[src/rtl/scr1_acc_tcm_arb.sv]
// TCM data SRAM arbiter: core dmem port vs. ACC copy engine, with ACC lock and read-data routing.
// Optional macro SCR1_ACC_ARB_STARVE_EN lets a starved ACC win contention after STARVE_MAX cycles.
module scr1_acc_tcm_arb #(
    parameter int unsigned AW         = 16,
    parameter int unsigned STARVE_MAX = 4
) (
    input  logic          clk,
    input  logic          rst_n,
    input  logic          i_core_req,
    input  logic          i_core_we,
    input  logic [AW-3:0] i_core_addr,
    input  logic [3:0]    i_core_be,
    input  logic [31:0]   i_core_wdata,
    output logic          o_core_gnt,
    output logic          o_core_rvalid,
    output logic [31:0]   o_core_rdata,
    input  logic          i_acc_req,
    input  logic          i_acc_we,
    input  logic          i_acc_lock,
    input  logic [AW-3:0] i_acc_addr,
    input  logic [31:0]   i_acc_wdata,
    output logic          o_acc_gnt,
    output logic          o_acc_rvalid,
    output logic [31:0]   o_acc_rdata,
    output logic          o_tcm_en,
    output logic [3:0]    o_tcm_we,
    output logic [AW-3:0] o_tcm_addr,
    output logic [31:0]   o_tcm_wdata,
    input  logic [31:0]   i_tcm_rdata,
    output logic          o_arb_locked
);

    localparam logic       ST_FREE   = 1'b0;
    localparam logic       ST_LOCKED = 1'b1;
    localparam logic [1:0] OWN_NONE  = 2'd0;
    localparam logic [1:0] OWN_CORE  = 2'd1;
    localparam logic [1:0] OWN_ACC   = 2'd2;

    logic        r_state;
    logic [1:0]  r_rd_owner;
    logic [31:0] r_core_rdata;
    logic [31:0] r_acc_rdata;
    logic        w_core_gnt;
    logic        w_acc_gnt;
    logic        w_acc_starved;

`ifdef SCR1_ACC_ARB_STARVE_EN
    localparam logic [2:0] LP_STARVE_MAX = 3'(STARVE_MAX);
    logic [2:0] r_starve_cnt;

    always_ff @(posedge clk or negedge rst_n) begin
        if (!rst_n) begin
            r_starve_cnt <= 3'd0;
        end else if (w_acc_gnt) begin
            r_starve_cnt <= 3'd0;
        end else if (i_acc_req && (r_starve_cnt != LP_STARVE_MAX)) begin
            r_starve_cnt <= r_starve_cnt + 3'd1;
        end
    end

    assign w_acc_starved = (r_starve_cnt == LP_STARVE_MAX);
`else
    assign w_acc_starved = 1'b0;
`endif

    // Locked: core is shut out entirely so the ACC read->write pair stays atomic.
    always_comb begin
        w_core_gnt = 1'b0;
        w_acc_gnt  = 1'b0;
        if (r_state == ST_LOCKED) begin
            w_acc_gnt = i_acc_req;
        end else if (w_acc_starved && i_acc_req) begin
            w_acc_gnt = 1'b1;
        end else if (i_core_req) begin
            w_core_gnt = 1'b1;
        end else begin
            w_acc_gnt = i_acc_req;
        end
    end

    always_comb begin
        o_tcm_en    = w_core_gnt | w_acc_gnt;
        o_tcm_we    = 4'h0;
        o_tcm_addr  = i_core_addr;
        o_tcm_wdata = i_core_wdata;
        if (w_acc_gnt) begin
            o_tcm_addr  = i_acc_addr;
            o_tcm_wdata = i_acc_wdata;
            o_tcm_we    = i_acc_we ? 4'hF : 4'h0;
        end else if (w_core_gnt && i_core_we) begin
            o_tcm_we = i_core_be;
        end
    end

    always_ff @(posedge clk or negedge rst_n) begin
        if (!rst_n) begin
            r_state    <= ST_FREE;
            r_rd_owner <= OWN_NONE;
        end else begin
            if (w_acc_gnt) begin
                r_state <= i_acc_lock ? ST_LOCKED : ST_FREE;
            end
            if (w_core_gnt && !i_core_we) begin
                r_rd_owner <= OWN_CORE;
            end else if (w_acc_gnt && !i_acc_we) begin
                r_rd_owner <= OWN_ACC;
            end else begin
                r_rd_owner <= OWN_NONE;
            end
        end
    end

    // Hold registers keep each master's last read word while the other one is served.
    always_ff @(posedge clk or negedge rst_n) begin
        if (!rst_n) begin
            r_core_rdata <= 32'h0;
            r_acc_rdata  <= 32'h0;
        end else begin
            if (r_rd_owner == OWN_CORE) begin
                r_core_rdata <= i_tcm_rdata;
            end
            if (r_rd_owner == OWN_ACC) begin
                r_acc_rdata <= i_tcm_rdata;
            end
        end
    end

    assign o_core_gnt    = w_core_gnt;
    assign o_acc_gnt     = w_acc_gnt;
    assign o_core_rvalid = (r_rd_owner == OWN_CORE);
    assign o_acc_rvalid  = (r_rd_owner == OWN_ACC);
    assign o_core_rdata  = o_core_rvalid ? i_tcm_rdata : r_core_rdata;
    assign o_acc_rdata   = o_acc_rvalid ? i_tcm_rdata : r_acc_rdata;
    assign o_arb_locked  = (r_state == ST_LOCKED);

endmodule

[config.mk]
export PLATFORM = sky130hd
export DESIGN_NAME = scr1_acc_tcm_arb
export DESIGN_NICKNAME = d
export VERILOG_FILES = /design/src/rtl/scr1_acc_tcm_arb.sv
export SDC_FILE = /design/constraint.sdc
export NUM_CORES = 1
export LEC_CHECK = 0
export CAP_MARGIN = 40
export CORE_MARGIN = 3
export CORE_UTILIZATION = 36
export CTS_BUF_LIST = sky130_fd_sc_hd__clkbuf_8 sky130_fd_sc_hd__clkbuf_16
export CTS_CLUSTER_DIAMETER = 100
export CTS_CLUSTER_SIZE = 16
export DETAILED_ROUTE_END_ITERATION = 12
export PLACE_DENSITY = 0.95
export SLEW_MARGIN = 0
export SYNTH_ARGS = -nofsm -noshare
export SYNTH_HDL_FRONTEND = slang
export SYNTH_SLANG_ARGS = --single-unit
[constraint.sdc]
create_clock -name clk -period 4.45 [get_ports clk]
set_input_delay 0.89 -clock clk [delete_from_list [all_inputs] [get_ports clk]]
set_output_delay 0.89 -clock clk [all_outputs]
set_load 0.02 [all_outputs]
==> qor.txt, run 1 <==
die width -> 100 um
Tmin final -> 3.75 ns
final RePlAce weighted congestion -> 0.760
Cell Int Power -> 0.00160 W
Arr. time, crit path -> 2.86 ns
DR top layer -> met4
unrepaired setup endpoints after global routing -> false
total track usage -> 0.222
highest clock rate -> 267 MHz
Max Cap Violations -> 0
Area after DPL -> 0.00585 mm^2
cells after synthesis -> 210
Wirelength per Cell -> 19.9 um
Leak -> 2.51 nW
clock share of power -> 0.201
power per cell area -> 390 mW/mm^2
status -> completed
# setup viols final -> 0
clk_lat worst skew -> 0.33 ns
synthesized flop and latch total -> 67
Routed Antenna Nets -> 0
Clock Tree Buf Depth -> 2
first-pass GRT wire length -> 17.0 mm
Mapped Area -> 0.00319 mm^2
share of cells above drive strength 1 -> 0.284
postcts setup bufs -> 0
startpoint types -> primary input
ANT cells -> 0
flip-flop and latch area -> 0.00168 mm^2
Post-synth EDFFs -> 0
Synth area leader -> dfrtp_1
Tcrit/Tclk final -> 0.842
Hold Buf Count CTS -> 0
post-layout net count -> 601
Syn Area/Cell -> 15.2 um^2
Worst-Margin Slew -> 0.663 ns
maximum vdd drop -> 254 uV
Resized Gates After CTS -> 0
main flop type after synthesis -> dfrtp_1
largest net degree at the start of global routing -> 49
YS warnings -> 0
drt drc -> 0
M1 WL -> 4.00 mm
core box area -> 0.00842 mm^2
combinational share of power -> 0.464
WS Path Type -> in2out
CTS tree -> built
Syn Nets -> 345
clk root buf -> clkbuf_8
sw frac -> 0.321
Worst Setup End Kind -> output port
fillers -> 564
multi-input logic area -> 0.00142 mm^2
Slew headroom -> 0.558
CTS Buf Count -> 9
CTS Sinks -> 67
via/cell ratio -> 4.77
top-count cell post-synth -> mux2_2
final hold viol count -> 0
FP Rows -> 33
Die Area -> 0.0100 mm^2
NetSw -> 0.000754 W
DRT Pass-1 Iters -> 4
Detailed Route Iter0 Violations -> 44
io pins -> 255
final wirelength -> 11.4 mm
post-route cell area -> 0.00603 mm^2
Synth top cells by count -> mux2_2, dfrtp_1, mux2_4, buf_2, inv_1
top post-synthesis cells by area -> dfrtp_1, mux2_2, mux2_4
Final Skew -> 0.0103 ns
antenna violations before repair -> 0
vias in the first global route -> 3110
dpl hpwl -> 9.29 mm
fin. max-slew vios -> 0
GRT Residual Overflow -> 0
setup tns final -> 0 ns
Required @ worst endpoint -> 3.56 ns
Die Ht -> 100 um
ys async rst share -> 1.00
Met2 Routed Length -> 6.17 mm
CP max FO -> 48
Seq pwr share -> 0.336
WL met3 -> 981 um
Starting Density -> 0.379
Seq/Total Area, Yosys -> 0.525
Worst-path clk slew -> 0.06 ns
Yosys cell types -> 14
Hold Path Class -> reg2reg
Synth top area share -> 0.525
PortBufs -> 254
vias post-DR -> 2738
H-Tree Depth -> 3
Area Growth Syn to Fin -> 88.9%
[layer usage]
layer / vias up / GRT usage
met3: 25 / 0.0834
met2: 149 / 0.400
met4: 0 / 0.0684
met1: 1311 / 0.239
met5: - / 0
li1: 1253 / -
[per-stage QoR]
step | total power, W | hold WS [ns] | utilization | instances | setup slack [ns]
after floorplan | 0.00132 | 0.559 | - | 210 | 1.90
after global placement | 0.00186 | 0.479 | 0.690 | 558 | 0.753
after detailed placement | 0.00190 | 0.483 | 0.695 | 560 | 0.718
after CTS | 0.00238 | 0.500 | 0.716 | 574 | 0.717
after global routing | 0.00246 | 0.508 | 0.716 | 574 | 0.633
final | 0.00235 | 0.497 | 0.716 | 574 | 0.703
[critical path: stages]
cell and delay (ns):
clkdlybuf4s50_1 0.53, nand2b_4 0.09, nand2_2 0.09, buf_12 0.27
inv_1 0.15, a22o_1 0.25, clkdlybuf4s50_1 0.56
[layout make-up]
class | count | area share
clock buffer | 9 | 0.0205
clock inverter | 5 | 0.00934
inverter | 6 | 0.00373
multi-input combinational | 124 | 0.235
sequential | 67 | 0.278
tap | 105 | 0.0218
timing repair buffer | 258 | 0.432
[sequential cells by signal (all words and copies together), names as in the netlist]
| signal | count |
|---|---|
| r_acc_rdata | 32 |
| r_core_rdata | 32 |
| r_rd_owner | 2 |
| o_arb_locked | 1 |
[layout by cell type (no fill, tap or decap), types with 2 or more instances in the layout]
master and count:
a21oi_1 2, a22o_1 4, buf_12 3, clkbuf_8 9, clkdlybuf4s50_1 253, clkinv_2 2, dfrtp_1 67, inv_1 6
mux2_2 91, mux2_4 19, nor2_1 3
[power by group through the flow]
stage | Clock [W] | Sequential [W] | Combinational, W
finish | 0.000472 | 0.000789 | 0.00109
global route | 0.000514 | 0.000801 | 0.00114
CTS | 0.000489 | 0.000789 | 0.00110
detailed placement | 0 | 0.000801 | 0.00109
global placement | 0 | 0.000791 | 0.00107
floorplan | 0 | 0.000787 | 0.000534
[cells by family after synthesis]
| kind of cell | count (synthesis) | share of synthesized area |
|---|---|---|
| DFF | 67 | 0.525 |
| buffers and inverters | 19 | 0.0349 |
| and+or+nand+nor | 8 | 0.0157 |
| muxes | 110 | 0.410 |
| AOI/OAI and AO/OA | 6 | 0.0141 |
[final timing paths]
path                                 startpoint               end  slack [ns]  depth (start not counted)
worst min-delay path            r_acc_rdata[14]   r_acc_rdata[14]        0.50                          1
min in group asynchronous                 rst_n   r_acc_rdata[16]        0.59                          1
max in group asynchronous                 rst_n   r_acc_rdata[14]        2.93                          2
worst min register to register  r_acc_rdata[14]   r_acc_rdata[14]        0.50                          1
worst max register to register    r_rd_owner[1]  r_core_rdata[23]        2.97                          3
worst max-delay path                 i_core_req       o_tcm_we[0]        0.70                          7
Note: power is estimated with default switching activity, not from simulation.
==> run 2: changes to the inputs <==
Settings changed: CORE_UTILIZATION 36 to 30, PLACE_DENSITY 0.95 to 0.88.
Clock period 4.45 ns to 3.4 ns, I/O delays scaled along.
==> qor.txt, run 2 (synthesis gave the netlist of run 1 again) <==
status -> completed
Hold Path Class -> reg2reg
die width -> 109 um
io pins -> 255
unrepaired setup endpoints after global routing -> false
FP Rows -> 37
Tmin final -> 3.31 ns
Required @ worst endpoint -> 2.72 ns
Largest regs -> r_acc_rdata x32, r_core_rdata x32, r_rd_owner x2
largest net degree at the start of global routing -> 68
PortBufs -> 254
vias post-DR -> 2714
clk root buf -> clkbuf_8
ANT cells -> 0
clock share of power -> 0.218
CTS Buf Count -> 9
sw frac -> 0.324
final RePlAce weighted congestion -> 0.749
via/cell ratio -> 4.46
GRT Residual Overflow -> 0
NetSw -> 0.00102 W
drt drc -> 0
dpl hpwl -> 9.15 mm
total track usage -> 0.182
setup tns final -> 0 ns
Final WS setup -> 0.0898 ns
Final Skew -> 0.0113 ns
Arr. time, crit path -> 2.63 ns
final core utilization -> 0.592
fin. max-slew vios -> 0
Worst Setup End Kind -> output port
power per cell area -> 515 mW/mm^2
cells along the critical path -> clkdlybuf4s50_1 > nand2b_4 > nand2_2 > buf_12 > mux2_2 > clkdlybuf4s50_1
combinational share of power -> 0.454
Max stage delay on crit path -> 0.57 ns
Detailed Route Iter0 Violations -> 68
postcts setup bufs -> 0
core box area -> 0.0103 mm^2
vias in the first global route -> 2980
Worst-path clk slew -> 0.08 ns
most frequent cells in the layout -> clkdlybuf4s50_1, mux2_2, dfrtp_1
maximum vdd drop -> 242 uV
WS Path Type -> in2out
first-pass GRT wire length -> 16.3 mm
Wirelength per Cell -> 18.4 um
# setup viols final -> 0
Leak -> 2.54 nW
final wirelength -> 11.2 mm
antenna violations before repair -> 0
Cell Int Power -> 0.00213 W
Slowest-stage cell, CP -> clkdlybuf4s50_1
Seq pwr share -> 0.329
Slew headroom -> 0.446
post-layout net count -> 603
Area Growth Syn to Fin -> 91.3%
Hold Buf Count CTS -> 0
commonest non-fill, non-tap cell in the layout -> clkdlybuf4s50_1
Worst-Margin Slew -> 0.832 ns
Routed Antenna Nets -> 0
Resized Gates After CTS -> 0
CP max FO -> 37
DRT Pass-1 Iters -> 4
Die Ht -> 109 um
clk_lat worst skew -> 0.33 ns
Final Power -> 0.00315 W
Starting Density -> 0.309
CTS Sinks -> 67
Clock Tree Buf Depth -> 2
dpl ws -> 0.0881 ns
final hold viol count -> 0
Max Cap Violations -> 0
Die Area -> 0.0119 mm^2
H-Tree Depth -> 3
CTS tree -> built
share of cells above drive strength 1 -> 0.290
startpoint types -> primary input
Tcrit/Tclk final -> 0.974
most frequent CP cell -> clkdlybuf4s50_1
highest clock rate -> 302 MHz
WHS -> 0.499 ns
[run 2: cell types whose count changed in the layout (fill, tap and decap cells not counted)]
cell and delta:
inv_6 +1, clkbuf_8 +1, clkinv_2 -1, clkinv_4 +1
buf_12 -2, inv_8 +1, buf_16 +1, buf_4 +3
clkinvlp_4 -1
[run 2: layout make-up]
type / count / area [um^2]
multi-input combinational: 124 / 1420
sequential: 67 / 1680
timing repair buffer: 260 / 2620
fill: 825 / 4210
clock inverter: 6 / 72.6
inverter: 6 / 22.5
clock buffer: 10 / 138
tap: 136 / 170
[run 2: per-stage QoR]
step,cells,cell area [um^2]
detailed placement,593,5900
global route,609,6110
global placement,592,5870
finish,609,6110
floorplan,210,3190
CTS,609,6110
[run 2: final timing paths]
check,start,endpoint,slack [ns],cells after the start
worst max-delay path,i_core_req,o_tcm_addr[11],0.09,6
worst min-delay path,r_acc_rdata[9],r_acc_rdata[9],0.50,1
worst max register to register,r_rd_owner[1],r_acc_rdata[17],1.86,3
worst min register to register,r_acc_rdata[9],r_acc_rdata[9],0.50,1
max in group asynchronous,rst_n,r_acc_rdata[17],2.33,2
min in group asynchronous,rst_n,r_acc_rdata[16],0.54,2
[run 2: worst max-delay path: cells and delay by family]
kind                   cells  cell delay (ns)
buffers and inverters      3             1.37
multiplexers               1             0.36
AND/OR/NAND/NOR            2             0.19
[run 2: power by group through the flow]
stage	combinational (W)	clock, W	sequential (W)
after floorplan	0.000699	0	0.00103
after global placement	0.00141	0	0.00104
after detailed placement	0.00144	0	0.00105
after CTS	0.00144	0.000714	0.00104
after global routing	0.00151	0.000749	0.00105
final	0.00143	0.000685	0.00103
[run 2: layer usage]
layer	vias to the layer above	wire length, um	part of all wire	track usage
met5	-	0	0	0
met4	0	249	0.022	0.0721
met3	16	746	0.067	0.0462
met2	138	6040	0.54	0.323
met1	1303	4160	0.37	0.208
li1	1257	-	-	-
